===== src/rtl/control_unit_if.sv =====
// Bus bundle between the control unit and its instruction memory, register file and ALU.
// The master modport is the control unit's view; slave is the environment's view.
interface control_unit_if;
  logic        imem_req;
  logic [15:0] imem_addr;
  logic        imem_ack;
  logic [15:0] imem_rdata;

  logic [2:0]  rf_ra1;
  logic [2:0]  rf_ra2;
  logic [15:0] rf_rd1;
  logic [15:0] rf_rd2;
  logic        rf_we;
  logic [2:0]  rf_wa;
  logic [15:0] rf_wd;

  logic [2:0]  alu_codeop;
  logic [15:0] alu_a;
  logic [15:0] alu_b;
  logic [15:0] alu_rd;
  logic [15:0] alu_pc;
  logic        alu_ri;
  logic        alu_jmp;
  logic [15:0] alu_r;
  logic        alu_cmp;

  logic [15:0] pc;
  logic        halted;

  modport master (
    output imem_req, imem_addr, input imem_ack, imem_rdata,
    output rf_ra1, rf_ra2, input rf_rd1, rf_rd2,
    output rf_we, rf_wa, rf_wd,
    output alu_codeop, alu_a, alu_b, alu_rd, alu_pc, alu_ri, alu_jmp,
    input alu_r, alu_cmp,
    output pc, halted
  );

  modport slave (
    input imem_req, imem_addr, output imem_ack, imem_rdata,
    input rf_ra1, rf_ra2, output rf_rd1, rf_rd2,
    input rf_we, rf_wa, rf_wd,
    input alu_codeop, alu_a, alu_b, alu_rd, alu_pc, alu_ri, alu_jmp,
    output alu_r, alu_cmp,
    input pc, halted
  );
endinterface


===== src/rtl/control_unit.sv =====
// Multi-cycle FETCH/DECODE/EXEC/WB sequencer for a 16-bit core with R, RI, BR and HALT
// instructions; the ALU and register file live outside and are reached through the bus.
module control_unit (
  input  logic           clk,
  input  logic           rst_n,
  control_unit_if.master bus
);

  typedef enum logic [2:0] {S_FETCH, S_DECODE, S_EXEC, S_WB, S_HALT} state_e;

  localparam logic [1:0] T_R  = 2'b00;
  localparam logic [1:0] T_RI = 2'b01;
  localparam logic [1:0] T_BR = 2'b10;

  state_e      state_q, state_d;
  logic [15:0] pc_q, pc_d;
  logic [15:0] ir_q, ir_d;
  logic [15:0] opa_q, opa_d;
  logic [15:0] opb_q, opb_d;
  logic [15:0] res_q, res_d;
  logic        cmp_q, cmp_d;

  logic [1:0]  itype;
  logic [2:0]  rd;
  logic [15:0] brOffset;
  logic [2:0]  exCodeop;
  logic [15:0] exA, exB, exRd;
  logic        exRi, exJmp;

  assign itype    = ir_q[15:14];
  assign rd       = ir_q[10:8];
  assign brOffset = {{11{ir_q[4]}}, ir_q[4:0]};

  always_ff @(posedge clk) begin
    if (!rst_n) begin
      state_q <= S_FETCH;
      pc_q    <= 16'h0000;
      ir_q    <= 16'h0000;
      opa_q   <= 16'h0000;
      opb_q   <= 16'h0000;
      res_q   <= 16'h0000;
      cmp_q   <= 1'b0;
    end else begin
      state_q <= state_d;
      pc_q    <= pc_d;
      ir_q    <= ir_d;
      opa_q   <= opa_d;
      opb_q   <= opb_d;
      res_q   <= res_d;
      cmp_q   <= cmp_d;
    end
  end

  // ALU operand selection, built purely from registered state so it is stable through EXEC and WB.
  always_comb begin
    exCodeop = 3'b000;
    exA      = 16'h0000;
    exB      = 16'h0000;
    exRd     = 16'h0000;
    exRi     = 1'b0;
    exJmp    = 1'b0;
    case (itype)
      T_R: begin
        exCodeop = ir_q[13:11];
        exA      = opa_q;
        exB      = opb_q;
      end
      T_RI: begin
        exCodeop = {2'b00, ir_q[11]};
        exA      = {8'h00, ir_q[7:0]};
        exRd     = opa_q;
        exRi     = 1'b1;
      end
      T_BR: begin
        exCodeop = {1'b0, ir_q[12:11]};
        exA      = opa_q;
        exB      = opb_q;
        exJmp    = ir_q[13];
      end
      default: ;
    endcase
  end

  always_comb begin
    state_d = state_q;
    pc_d    = pc_q;
    ir_d    = ir_q;
    opa_d   = opa_q;
    opb_d   = opb_q;
    res_d   = res_q;
    cmp_d   = cmp_q;

    bus.imem_req   = 1'b0;
    bus.imem_addr  = 16'h0000;
    bus.rf_ra1     = 3'd0;
    bus.rf_ra2     = 3'd0;
    bus.rf_we      = 1'b0;
    bus.rf_wa      = 3'd0;
    bus.rf_wd      = 16'h0000;
    bus.alu_codeop = 3'b000;
    bus.alu_a      = 16'h0000;
    bus.alu_b      = 16'h0000;
    bus.alu_rd     = 16'h0000;
    bus.alu_pc     = 16'h0000;
    bus.alu_ri     = 1'b0;
    bus.alu_jmp    = 1'b0;
    bus.pc         = pc_q;
    bus.halted     = 1'b0;

    // Outputs stay quiet while reset is asserted so an in-flight WB write is dropped.
    if (rst_n) begin
      case (state_q)
        S_FETCH: begin
          bus.imem_req  = 1'b1;
          bus.imem_addr = pc_q;
          if (bus.imem_ack) begin
            ir_d    = bus.imem_rdata;
            state_d = S_DECODE;
          end
        end
        S_DECODE: begin
          if (itype == T_RI) begin
            bus.rf_ra1 = rd;
          end else begin
            bus.rf_ra1 = (itype == T_R) ? ir_q[7:5] : ir_q[10:8];
            bus.rf_ra2 = (itype == T_R) ? ir_q[4:2] : ir_q[7:5];
          end
          opa_d   = bus.rf_rd1;
          opb_d   = bus.rf_rd2;
          state_d = S_EXEC;
        end
        S_EXEC, S_WB: begin
          bus.alu_codeop = exCodeop;
          bus.alu_a      = exA;
          bus.alu_b      = exB;
          bus.alu_rd     = exRd;
          bus.alu_ri     = exRi;
          bus.alu_jmp    = exJmp;
          bus.alu_pc     = pc_q;
          if (state_q == S_EXEC) begin
            res_d   = bus.alu_r;
            cmp_d   = bus.alu_cmp;
            state_d = (itype == 2'b11) ? S_HALT : S_WB;
          end else begin
            pc_d    = pc_q + 16'h0001;
            state_d = S_FETCH;
            if (itype == T_BR) begin
              if (cmp_q) begin
                pc_d = pc_q + brOffset;
                if (ir_q[13]) begin
                  bus.rf_we = 1'b1;
                  bus.rf_wa = 3'd7;
                  bus.rf_wd = res_q;
                end
              end
            end else begin
              bus.rf_we = 1'b1;
              bus.rf_wa = rd;
              bus.rf_wd = res_q;
            end
          end
        end
        S_HALT: begin
          bus.halted = 1'b1;
        end
        default: state_d = S_FETCH;
      endcase
    end
  end

endmodule


===== src/flat_wrapper.sv =====
// flat-port wrapper written by rule: the top's interface ports become plain ports
module control_unit_flat 
  (clk, rst_n, bus_imem_req, bus_imem_addr, bus_imem_ack, bus_imem_rdata, bus_rf_ra1, bus_rf_ra2, bus_rf_rd1, bus_rf_rd2, bus_rf_we, bus_rf_wa, bus_rf_wd, bus_alu_codeop, bus_alu_a, bus_alu_b, bus_alu_rd, bus_alu_pc, bus_alu_ri, bus_alu_jmp, bus_alu_r, bus_alu_cmp, bus_pc, bus_halted);
  control_unit_if bus_i ();
  input  logic clk;
  input  logic rst_n;
  output wire logic [$bits(bus_i.imem_req)-1:0] bus_imem_req;
  output wire logic [$bits(bus_i.imem_addr)-1:0] bus_imem_addr;
  input wire logic [$bits(bus_i.imem_ack)-1:0] bus_imem_ack;
  input wire logic [$bits(bus_i.imem_rdata)-1:0] bus_imem_rdata;
  output wire logic [$bits(bus_i.rf_ra1)-1:0] bus_rf_ra1;
  output wire logic [$bits(bus_i.rf_ra2)-1:0] bus_rf_ra2;
  input wire logic [$bits(bus_i.rf_rd1)-1:0] bus_rf_rd1;
  input wire logic [$bits(bus_i.rf_rd2)-1:0] bus_rf_rd2;
  output wire logic [$bits(bus_i.rf_we)-1:0] bus_rf_we;
  output wire logic [$bits(bus_i.rf_wa)-1:0] bus_rf_wa;
  output wire logic [$bits(bus_i.rf_wd)-1:0] bus_rf_wd;
  output wire logic [$bits(bus_i.alu_codeop)-1:0] bus_alu_codeop;
  output wire logic [$bits(bus_i.alu_a)-1:0] bus_alu_a;
  output wire logic [$bits(bus_i.alu_b)-1:0] bus_alu_b;
  output wire logic [$bits(bus_i.alu_rd)-1:0] bus_alu_rd;
  output wire logic [$bits(bus_i.alu_pc)-1:0] bus_alu_pc;
  output wire logic [$bits(bus_i.alu_ri)-1:0] bus_alu_ri;
  output wire logic [$bits(bus_i.alu_jmp)-1:0] bus_alu_jmp;
  input wire logic [$bits(bus_i.alu_r)-1:0] bus_alu_r;
  input wire logic [$bits(bus_i.alu_cmp)-1:0] bus_alu_cmp;
  output wire logic [$bits(bus_i.pc)-1:0] bus_pc;
  output wire logic [$bits(bus_i.halted)-1:0] bus_halted;
  assign bus_imem_req = bus_i.imem_req;
  assign bus_imem_addr = bus_i.imem_addr;
  assign bus_i.imem_ack = bus_imem_ack;
  assign bus_i.imem_rdata = bus_imem_rdata;
  assign bus_rf_ra1 = bus_i.rf_ra1;
  assign bus_rf_ra2 = bus_i.rf_ra2;
  assign bus_i.rf_rd1 = bus_rf_rd1;
  assign bus_i.rf_rd2 = bus_rf_rd2;
  assign bus_rf_we = bus_i.rf_we;
  assign bus_rf_wa = bus_i.rf_wa;
  assign bus_rf_wd = bus_i.rf_wd;
  assign bus_alu_codeop = bus_i.alu_codeop;
  assign bus_alu_a = bus_i.alu_a;
  assign bus_alu_b = bus_i.alu_b;
  assign bus_alu_rd = bus_i.alu_rd;
  assign bus_alu_pc = bus_i.alu_pc;
  assign bus_alu_ri = bus_i.alu_ri;
  assign bus_alu_jmp = bus_i.alu_jmp;
  assign bus_i.alu_r = bus_alu_r;
  assign bus_i.alu_cmp = bus_alu_cmp;
  assign bus_pc = bus_i.pc;
  assign bus_halted = bus_i.halted;
  control_unit u_core (.clk(clk), .rst_n(rst_n), .bus(bus_i));
endmodule

===== config.mk =====
export PLATFORM = sky130hd
export DESIGN_NAME = control_unit_flat
export DESIGN_NICKNAME = d
export VERILOG_FILES = /design/src/rtl/control_unit_if.sv /design/src/rtl/control_unit.sv /design/src/flat_wrapper.sv
export SDC_FILE = /design/constraint.sdc
export NUM_CORES = 1
export LEC_CHECK = 0
export BUFFER_PORTS_ARGS = -buffer_cell sky130_fd_sc_hd__buf_2
export CAP_MARGIN = 10
export CORE_ASPECT_RATIO = 0.75
export CORE_MARGIN = 1.5
export CORE_UTILIZATION = 31
export CTS_CLUSTER_DIAMETER = 80
export DETAILED_ROUTE_END_ITERATION = 8
export PLACE_DENSITY_LB_ADDON = 0.08
export SYNTH_ARGS = -nofsm -noshare
export SYNTH_HDL_FRONTEND = slang
export SYNTH_SLANG_ARGS = --single-unit

===== constraint.sdc =====
create_clock -name clk -period 2.5 [get_ports clk]
set_input_delay 0.25 -clock clk [delete_from_list [all_inputs] [get_ports clk]]
set_output_delay 0.25 -clock clk [all_outputs]
set_load 0.005 [all_outputs]

After elaboration in Yosys (flattened, before gate mapping)
Cells that the tools add are included.

word-level totals
  input bits = 68
  flip-flop bits (word level) = 84
  logic and storage cells = 85

operators by class
  $add $sub $neg = 2
  mux-type cells = 58
  reduce and logical (&&, ||, !) cells = 8
  equality and inequality tests = 8
  bitwise logic cells = 2

operators with widths
  kind                                            number
  2-to-1 mux 16 bit                               20
  2-to-1 mux 3 bit                                19
  one-hot mux 16 bit (2 select lines)             1
  adder 16 x 1 -> 16 bit (second input constant)  1
  adder 16 bit                                    1
  2-to-1 mux 1 bit                                16
  one-hot mux 3 bit (4 select lines)              1
  one-hot mux 3 bit (3 select lines)              1
  AND reduction 2 bit                             4
  == test 3 x 2 -> 1 bit (second input constant)  2
  == test 2 bit (second input constant)           2
  OR reduction 2 bit                              2
  == test 3 x 1 -> 1 bit (second input constant)  1
  == test 3 bit (second input constant)           1
  zero test 3 bit                                 1
  == test 2 x 1 -> 1 bit (second input constant)  1
  zero test 2 bit                                 1
  != test 2 bit (second input constant)           1
  NOT 1 bit                                       2

Logic depth before layout (Yosys ltp)
Gate-level depths: netlist of the first run.

  depth in word-level cells = 6
  depth in mapped cells = 8
  depth with buffers taken out = 8

Least setup slack after synthesis of the first run
Ideal clock, no wire load.

  kind = register to register
  start = register u_core.pc_q[0] (netlist: u_core.bus.pc[0])
  end = register u_core.pc_q[14] (netlist: u_core.bus.pc[14])
  library setup time = 130 ps
  slack = 184 ps
  data required time = 2370 ps
  stages on the path, launching flop included = 9
  clock period less this slack = 2316 ps
  arrival = 2186 ps
  path buffers = 0
  cells stage by stage = dfxtp_1 ha_1 fa_1 a21o_1 a221oi_2 o31ai_4 a31oi_1 mux2i_1 o211ai_1

between the ends
  longest elaborated chain between the ends = 3
  elaborated cells on any way between the ends = 4
  those cells by class = 2 x add/sub; 2 x mux

RTL lines
  element                                                        RTL line                                  source
  start, declared                                                control_unit.sv:16                        logic [15:0] pc_q, pc_d;
  start signal, assigned                                         control_unit.sv:45                        pc_q <= pc_d;
  adder 16 x 1 -> 16 bit / adder 16 bit (equally long branches)  control_unit.sv:145, control_unit.sv:149
  2-to-1 mux 16 bit                                              control_unit.sv:148                       if (cmp_q) begin
  2-to-1 mux 16 bit *                                            control_unit.sv:147                       if (itype == T_BR) begin

Every way passes the cells marked *; elsewhere a longest branch is shown, timed or not.
A chain may end at the register's enable or synchronous reset.

Worst setup path after layout of the first run
  start = register u_core.ir_q[0]
  end = register u_core.pc_q[14] (netlist: u_core.bus.pc[14])

between the ends
  longest elaborated chain between the ends = 3

RTL lines
  element                 RTL line             source
  start, declared         control_unit.sv:17   logic [15:0] ir_q, ir_d;
  start signal, assigned  control_unit.sv:46   ir_q <= ir_d;
  adder 16 bit            control_unit.sv:149  pc_d = pc_q + brOffset;
  2-to-1 mux 16 bit       control_unit.sv:148
  2-to-1 mux 16 bit       control_unit.sv:147

No other way between the ends.

==> results of run 1 <==
==> logic make-up (layout without fill, tap and decap cells) <==
family	after synthesis	in the layout	share of synthesized area [%]
AND/OR/NAND/NOR	320	320	32.58
AO/OA/AOI/OAI	175	175	21.82
flip-flops	84	84	34.51
buffers and inverters	48	247	4.108
adder cells (fa/ha/maj)	17	17	4.519
XOR/XNOR	9	9	1.618
multiplexers	4	4	0.8472
other	0	1	0
==> cell type report <==
type	count	share of cell area [%]
Sequential cell	84	25.90
Tap cell	205	3.951
Timing Repair Buffer	225	18.46
Multi-Input combinational cell	525	46.54
Clock inverter	6	1.079
Inverter	6	0.3469
Antenna cell	1	0.03854
Clock buffer	10	3.681
==> cell usage after synthesis (3+ instances only) <==
| master | number |
|---|---|
| a21o_1 | 11 |
| and4_1 | 3 |
| xor2_1 | 3 |
| o21ai_0 | 24 |
| nor3b_1 | 5 |
| nand3_1 | 10 |
| inv_1 | 5 |
| xnor2_1 | 6 |
| a21oi_1 | 95 |
| a22o_1 | 8 |
| ha_1 | 16 |
| o21a_1 | 6 |
| dfxtp_1 | 84 |
| mux2i_1 | 3 |
| clkbuf_1 | 26 |
| nor2_1 | 17 |
| nor4_1 | 3 |
| a211oi_1 | 5 |
| and2_1 | 88 |
| and3_1 | 6 |
| a31oi_1 | 5 |
| buf_2 | 13 |
| nor3_1 | 10 |
| nand2_1 | 157 |
| nand4_1 | 4 |
| clkbuf_2 | 3 |
==> worst register-to-register path, delay by kind of cell (launching register included) <==
family / cells / cell delay [ps]
DFF: 1 / 330
muxes: 1 / 230
adders and majority gates: 2 / 670
AOI/OAI and AO/OA: 5 / 1000
==> power by group through the flow <==
stage	logic, mW	clock network (mW)	registers [mW]
floorplan	0.241	0	1.47
global placement	0.398	0	1.48
detailed placement	0.406	0	1.48
CTS	0.407	1.43	1.45
global route	0.455	1.49	1.46
finish	0.403	1.39	1.45
==> routing by layer <==
metal | part of all wire (%) | global-route usage (%) | vias to the layer above
met3 | 7.2 | 6.762 | 22
met4 | 1.6 | 6.067 | 0
met2 | 43 | 29.88 | 164
li1 | - | - | 2639
met1 | 48 | 27.01 | 2474
met5 | 0 | 0 | -
==> registers in the layout, indices dropped and copies added, names as in the netlist <==
name and flops:
u_core.state_q 3, u_core.cmp_q 1, u_core.opb_q 16, u_core.res_q 16, u_core.opa_q 16, u_core.ir_q 16
u_core.bus.pc 16
==> final timing paths <==
kind,slack [ps],start,cells after the start,end
worst max register to register,160,u_core.ir_q[0],8,u_core.bus.pc[14]
worst min register to register,450,u_core.opb_q[0],2,u_core.opb_q[0]
worst max-delay path,160,u_core.ir_q[0],8,u_core.bus.pc[14]
worst min-delay path,140,bus_rf_rd2[7],3,u_core.opb_q[7]
==> metrics by stage <==
| step | hold WS [ps] | std cells |
|---|---|---|
| global placement | 437.8 | 1045 |
| CTS | 129.8 | 1061 |
| detailed placement | 441.8 | 1045 |
| global route | 124.3 | 1062 |
| floorplan | 386.0 | 657 |
| finish | 140.6 | 1062 |
==> flow_summary.ini, run 1 <==
[clock_tree]
post_cts_resized = 0
cts.reportedPaths.clkPinSlew_ps = 70
ctsHoldBuffers = 0
cts_root_buf = clkbuf_16
insertion_delay_ps = 340
cts_made_buffers = 9
post-cts-setup-buffer-count = 0
cts_tree = built
clock-sinks = 84
htree_levels = 3
clk_path_buf_depth = 2

[drt]
drc = 0
drtIter0Drc = 209
via_per_inst = 4.990
wl_um = 16730
wl_per_cell_um = 15.75
ant_nets = 0
first_pass_iters = 4
num_vias = 5299

[cells_and_area]
final_area_mm2 = 0.006492
seqCellArea_mm2 = 0.001682
final_common_cell = buf_2
multi_input_area_mm2 = 0.003022
final_layout_size_suffix_gt1_share_pct = 30.14
fin_util_pct = 42.37
fill_cells = 1657
area.growth.synth_to_final_pct = 33.22
nets = 936
layout_common_cells = buf_2, nand2_1, a21oi_1

[timing]
slew_headroom_pct = 55.35
final-setup-viol-count = 0
max_freq_mhz = 427.7
max_slew.worst_pin.slew_ps = 669.8
period_needed_ps = 2338
fin_ws_ps = 161.9
finalClockSkew_ps = 6.823
rsz0062_at_grt = no
hold_viol_final = 0
min_period_over_period_pct = 93.53
finalSetupTns_ps = 0
maxSlewViolCount = 0

[min_path]
hold_path.class = in2reg

[placement]
portBuffers = 196
dpl_cell_area_mm2 = 0.006170
dpl_worst_slack_ps = 134.2
gp_congestion = 0.8366
dpl.hpwl_um = 12230

[worst_setup_path]
crit_family = compound AO/OA/AOI/OAI gates
worstPathRequired_ps = 2710
cp.arrival_ps = 2550
worstPathCellList = ha_1 > fa_1 > a21o_1 > a221oi_4 > o31ai_4 > a31oi_1 > mux2i_1 > o211ai_1
critPathMaxStageDelay_ps = 450
slowest_stage = fa_1
cp-end-kind = flip-flop
crit_buf_inv = 0
path_class = reg2reg
worstPathMaxFanout = 3
cp-start-kind = flip-flop

[synth]
seq_area_frac_synth_pct = 34.51
synth-warning-count = 0
synth_seq_cells = 84
synth.area.top_cells = dfxtp_1, nand2_1, and2_1, a21oi_1, ha_1
syn_area_per_cell_um2 = 7.418
netlist_instances = 657
synth_edf_count = 0
synth_fp_nets = 742
syn_area_mm2 = 0.004873
synth.distinct_cells = 60
synth_top_area_share_pct = 34.51
synth-main-ff-cell = dfxtp_1
async_reset_ff_share_pct = 0
synth.largest_area_cell = dfxtp_1

[power_and_ir_drop]
p_sw_mw = 0.8740
clock_power_share_pct = 42.9
p_per_area_mw_per_mm2 = 499.9
totalPowerFinal_mw = 3.245
ir_worst_vdd_mv = 0.3308
power_frac_seq_pct = 44.7
p_sw_share_pct = 26.93
p_int_mw = 2.371
p_comb_share_pct = 12.4
p_leak_nw = 3.077

[status]
status = completed

[grt]
grt_pass1_wl_um = 26210
antenna_found_initial = 1
first_global_vias = 5091
gr-total-overflow = 0
grt_max_degree = 43
track_usage_pct = 19.96

[floorplan]
dieArea_mm2 = 0.01649
coreArea_mm2 = 0.01532
start_util_pct = 31.81
chipWidth_um = 147.8
ios = 197
rows = 39
dieHeight_um = 111.6

[job]
cap_viol_max_count = 0
No activity file was read; power rests on OpenSTA's default activity.
==> run 2, diff against run 1 <==
--- a/config.mk
+++ b/config.mk
@@ -12,7 +12,6 @@
 export CORE_UTILIZATION = 31
 export CTS_CLUSTER_DIAMETER = 80
 export DETAILED_ROUTE_END_ITERATION = 8
-export PLACE_DENSITY_LB_ADDON = 0.08
 export SYNTH_ARGS = -nofsm -noshare
 export SYNTH_HDL_FRONTEND = slang
 export SYNTH_SLANG_ARGS = --single-unit
==> run 2 against run 1 <==
Effect of this change:
- wire length down 3.3%
- sequential power about the same
- maximum frequency up 1.4%
==> flow_summary.ini, run 2 (same netlist as run 1, synthesis figures left out) <==
[grt]
antenna_found_initial = 2
grt_pass1_wl_um = 25250
gr-total-overflow = 0
track_usage_pct = 19.19
first_global_vias = 4761
grt_max_degree = 76

[min_path]
whs_endpoint = u_core.opb_q[14]
hold_path.class = in2reg
hp-start = bus_rf_rd2[14]
holdPathStages = 3

[drt]
num_vias = 5261
met3_length_um = 1315
m1WireLength_um = 7959
wl_per_cell_um = 15.24
wl_um = 16180
route.top_layer_used = met5
ant_nets = 0
drc = 0
first_pass_iters = 4
drtIter0Drc = 365
dr_wl_met2_um = 6632
via_per_inst = 4.954

[worst_setup_path]
path_class = reg2out
worstPathCellList = nor3b_2 > nor2b_2 > buf_4 > nand2_1 > nor2_1 > buf_2
reg2reg_from = u_core.ir_q[0]
cp-end-kind = output port
reg2reg_setup_slack_ps = 200
worstPathRequired_ps = 2250
ff2ff_path_depth = 9
cp.arrival_ps = 2050
critPathMaxStageDelay_ps = 510
cp-start-kind = flip-flop
worstPathMaxFanout = 35
rr_endpoint = u_core.bus.pc[8]
slowest_stage = dfxtp_1

[cells_and_area]
area.growth.synth_to_final_pct = 33.94
nets = 936
final_area_mm2 = 0.006528
final_layout_size_suffix_gt1_share_pct = 30.14
layout_common_cells = buf_2, nand2_1, a21oi_1
final_common_cell = buf_2

[floorplan]
dieHeight_um = 111.6
coreArea_mm2 = 0.01532
dieArea_mm2 = 0.01649
start_util_pct = 31.81
chipWidth_um = 147.8
ios = 197
rows = 39

[placement]
dpl_cell_area_mm2 = 0.006161
gp_congestion = 0.8711
portBuffers = 196
dpl_worst_slack_ps = 151.9
dpl.hpwl_um = 11580

[timing]
period_needed_ps = 2305
maxSlewViolCount = 0
max_freq_mhz = 433.9
hold_viol_final = 0
max_slew.worst_pin.slew_ps = 864.3
fin_ws_ps = 195.3
rsz0062_at_grt = no
finalSetupTns_ps = 0
finalClockSkew_ps = 12.05
slew_headroom_pct = 42.38
final-setup-viol-count = 0
min_period_over_period_pct = 92.19

[power_and_ir_drop]
p_sw_mw = 0.9012
p_per_area_mw_per_mm2 = 528.8
power_frac_seq_pct = 42.0
totalPowerFinal_mw = 3.452
ir_worst_vdd_mv = 0.3152
p_comb_share_pct = 11.4
p_leak_nw = 3.093
p_int_mw = 2.550
p_sw_share_pct = 26.11
clock_power_share_pct = 46.6

[clock_tree]
cts_root_buf = clkbuf_16
cts_tree = built
clk_path_buf_depth = 2
htree_levels = 3
cts_made_buffers = 9
cts.reportedPaths.clkPinSlew_ps = 70
clock-sinks = 84
insertion_delay_ps = 340
post-cts-setup-buffer-count = 0

[job]
cap_viol_max_count = 0

[status]
status = completed
run 2: changes by cell type in the layout (fill, tap and decap cells not counted):
cell	before	now
clkbuf_8	1	0
clkinv_2	1	0
bufinv_16	1	3
clkinv_4	2	0
nor4b_4	1	0
nor4b_2	0	1
inv_8	0	1
inv_6	2	3
run 2: timing repair:
action / CTS / global route
gates resized for setup: 0 / 1
endpoints found under the hold margin: 0 / 0
setup endpoints to repair: 0 / 1
hold buffers: 0 / 0
run 2: how the worst max path moves through the flow:
stage               cells after the start           endpoint               from
floorplan                               8  u_core.bus.pc[14]   u_core.bus.pc[0]
global placement                        8  u_core.bus.pc[14]   u_core.bus.pc[0]
detailed placement                      8  u_core.bus.pc[14]     u_core.ir_q[0]
CTS                                     9   u_core.bus.pc[8]     u_core.ir_q[0]
global route                            6  bus_alu_codeop[2]  u_core.state_q[1]
finish                                  6  bus_alu_codeop[2]  u_core.state_q[1]
run 2: metal layers:
| metal | vias up | GRT usage (%) |
|---|---|---|
| met2 | 187 | 28.35 |
| met4 | 2 | 5.000 |
| met1 | 2408 | 26.99 |
| li1 | 2647 | - |
| met3 | 17 | 5.861 |
| met5 | - | 0 |
run 2: per-stage QoR:
step                util [%]  hold slack, ps  instances
finish                 42.60           139.4       1062
global route           42.59           129.1       1061
CTS                    42.51           125.9       1061
detailed placement     40.21           442.2       1045
global placement       40.21           437.9       1045
floorplan                  -           386.0        657
run 2: power groups by stage:
stage               logic, mW  registers, mW  clock network (mW)
detailed placement      0.392           1.48                   0
global route            0.442           1.46                1.69
finish                  0.393           1.45                1.61
CTS                     0.393           1.45                1.64
floorplan               0.241           1.47                   0
global placement        0.390           1.48                   0
run 2: layout make-up:
| type | count | area, um2 |
|---|---|---|
| antenna | 1 | 2.502 |
| clock buffer | 9 | 225.2 |
| clock inverter | 7 | 127.6 |
| fill | 1641 | 8795 |
| inverter | 6 | 22.52 |
| multi-input combinational | 525 | 3013 |
| sequential | 84 | 1682 |
| tap | 205 | 256.5 |
| timing repair buffer | 225 | 1199 |
run 2: worst max-delay path: cells and delay by family (launching register included):
family | cells | cell delay [ps]
buffers and inverters | 2 | 450
DFF | 1 | 510
and+or+nand+nor | 4 | 760
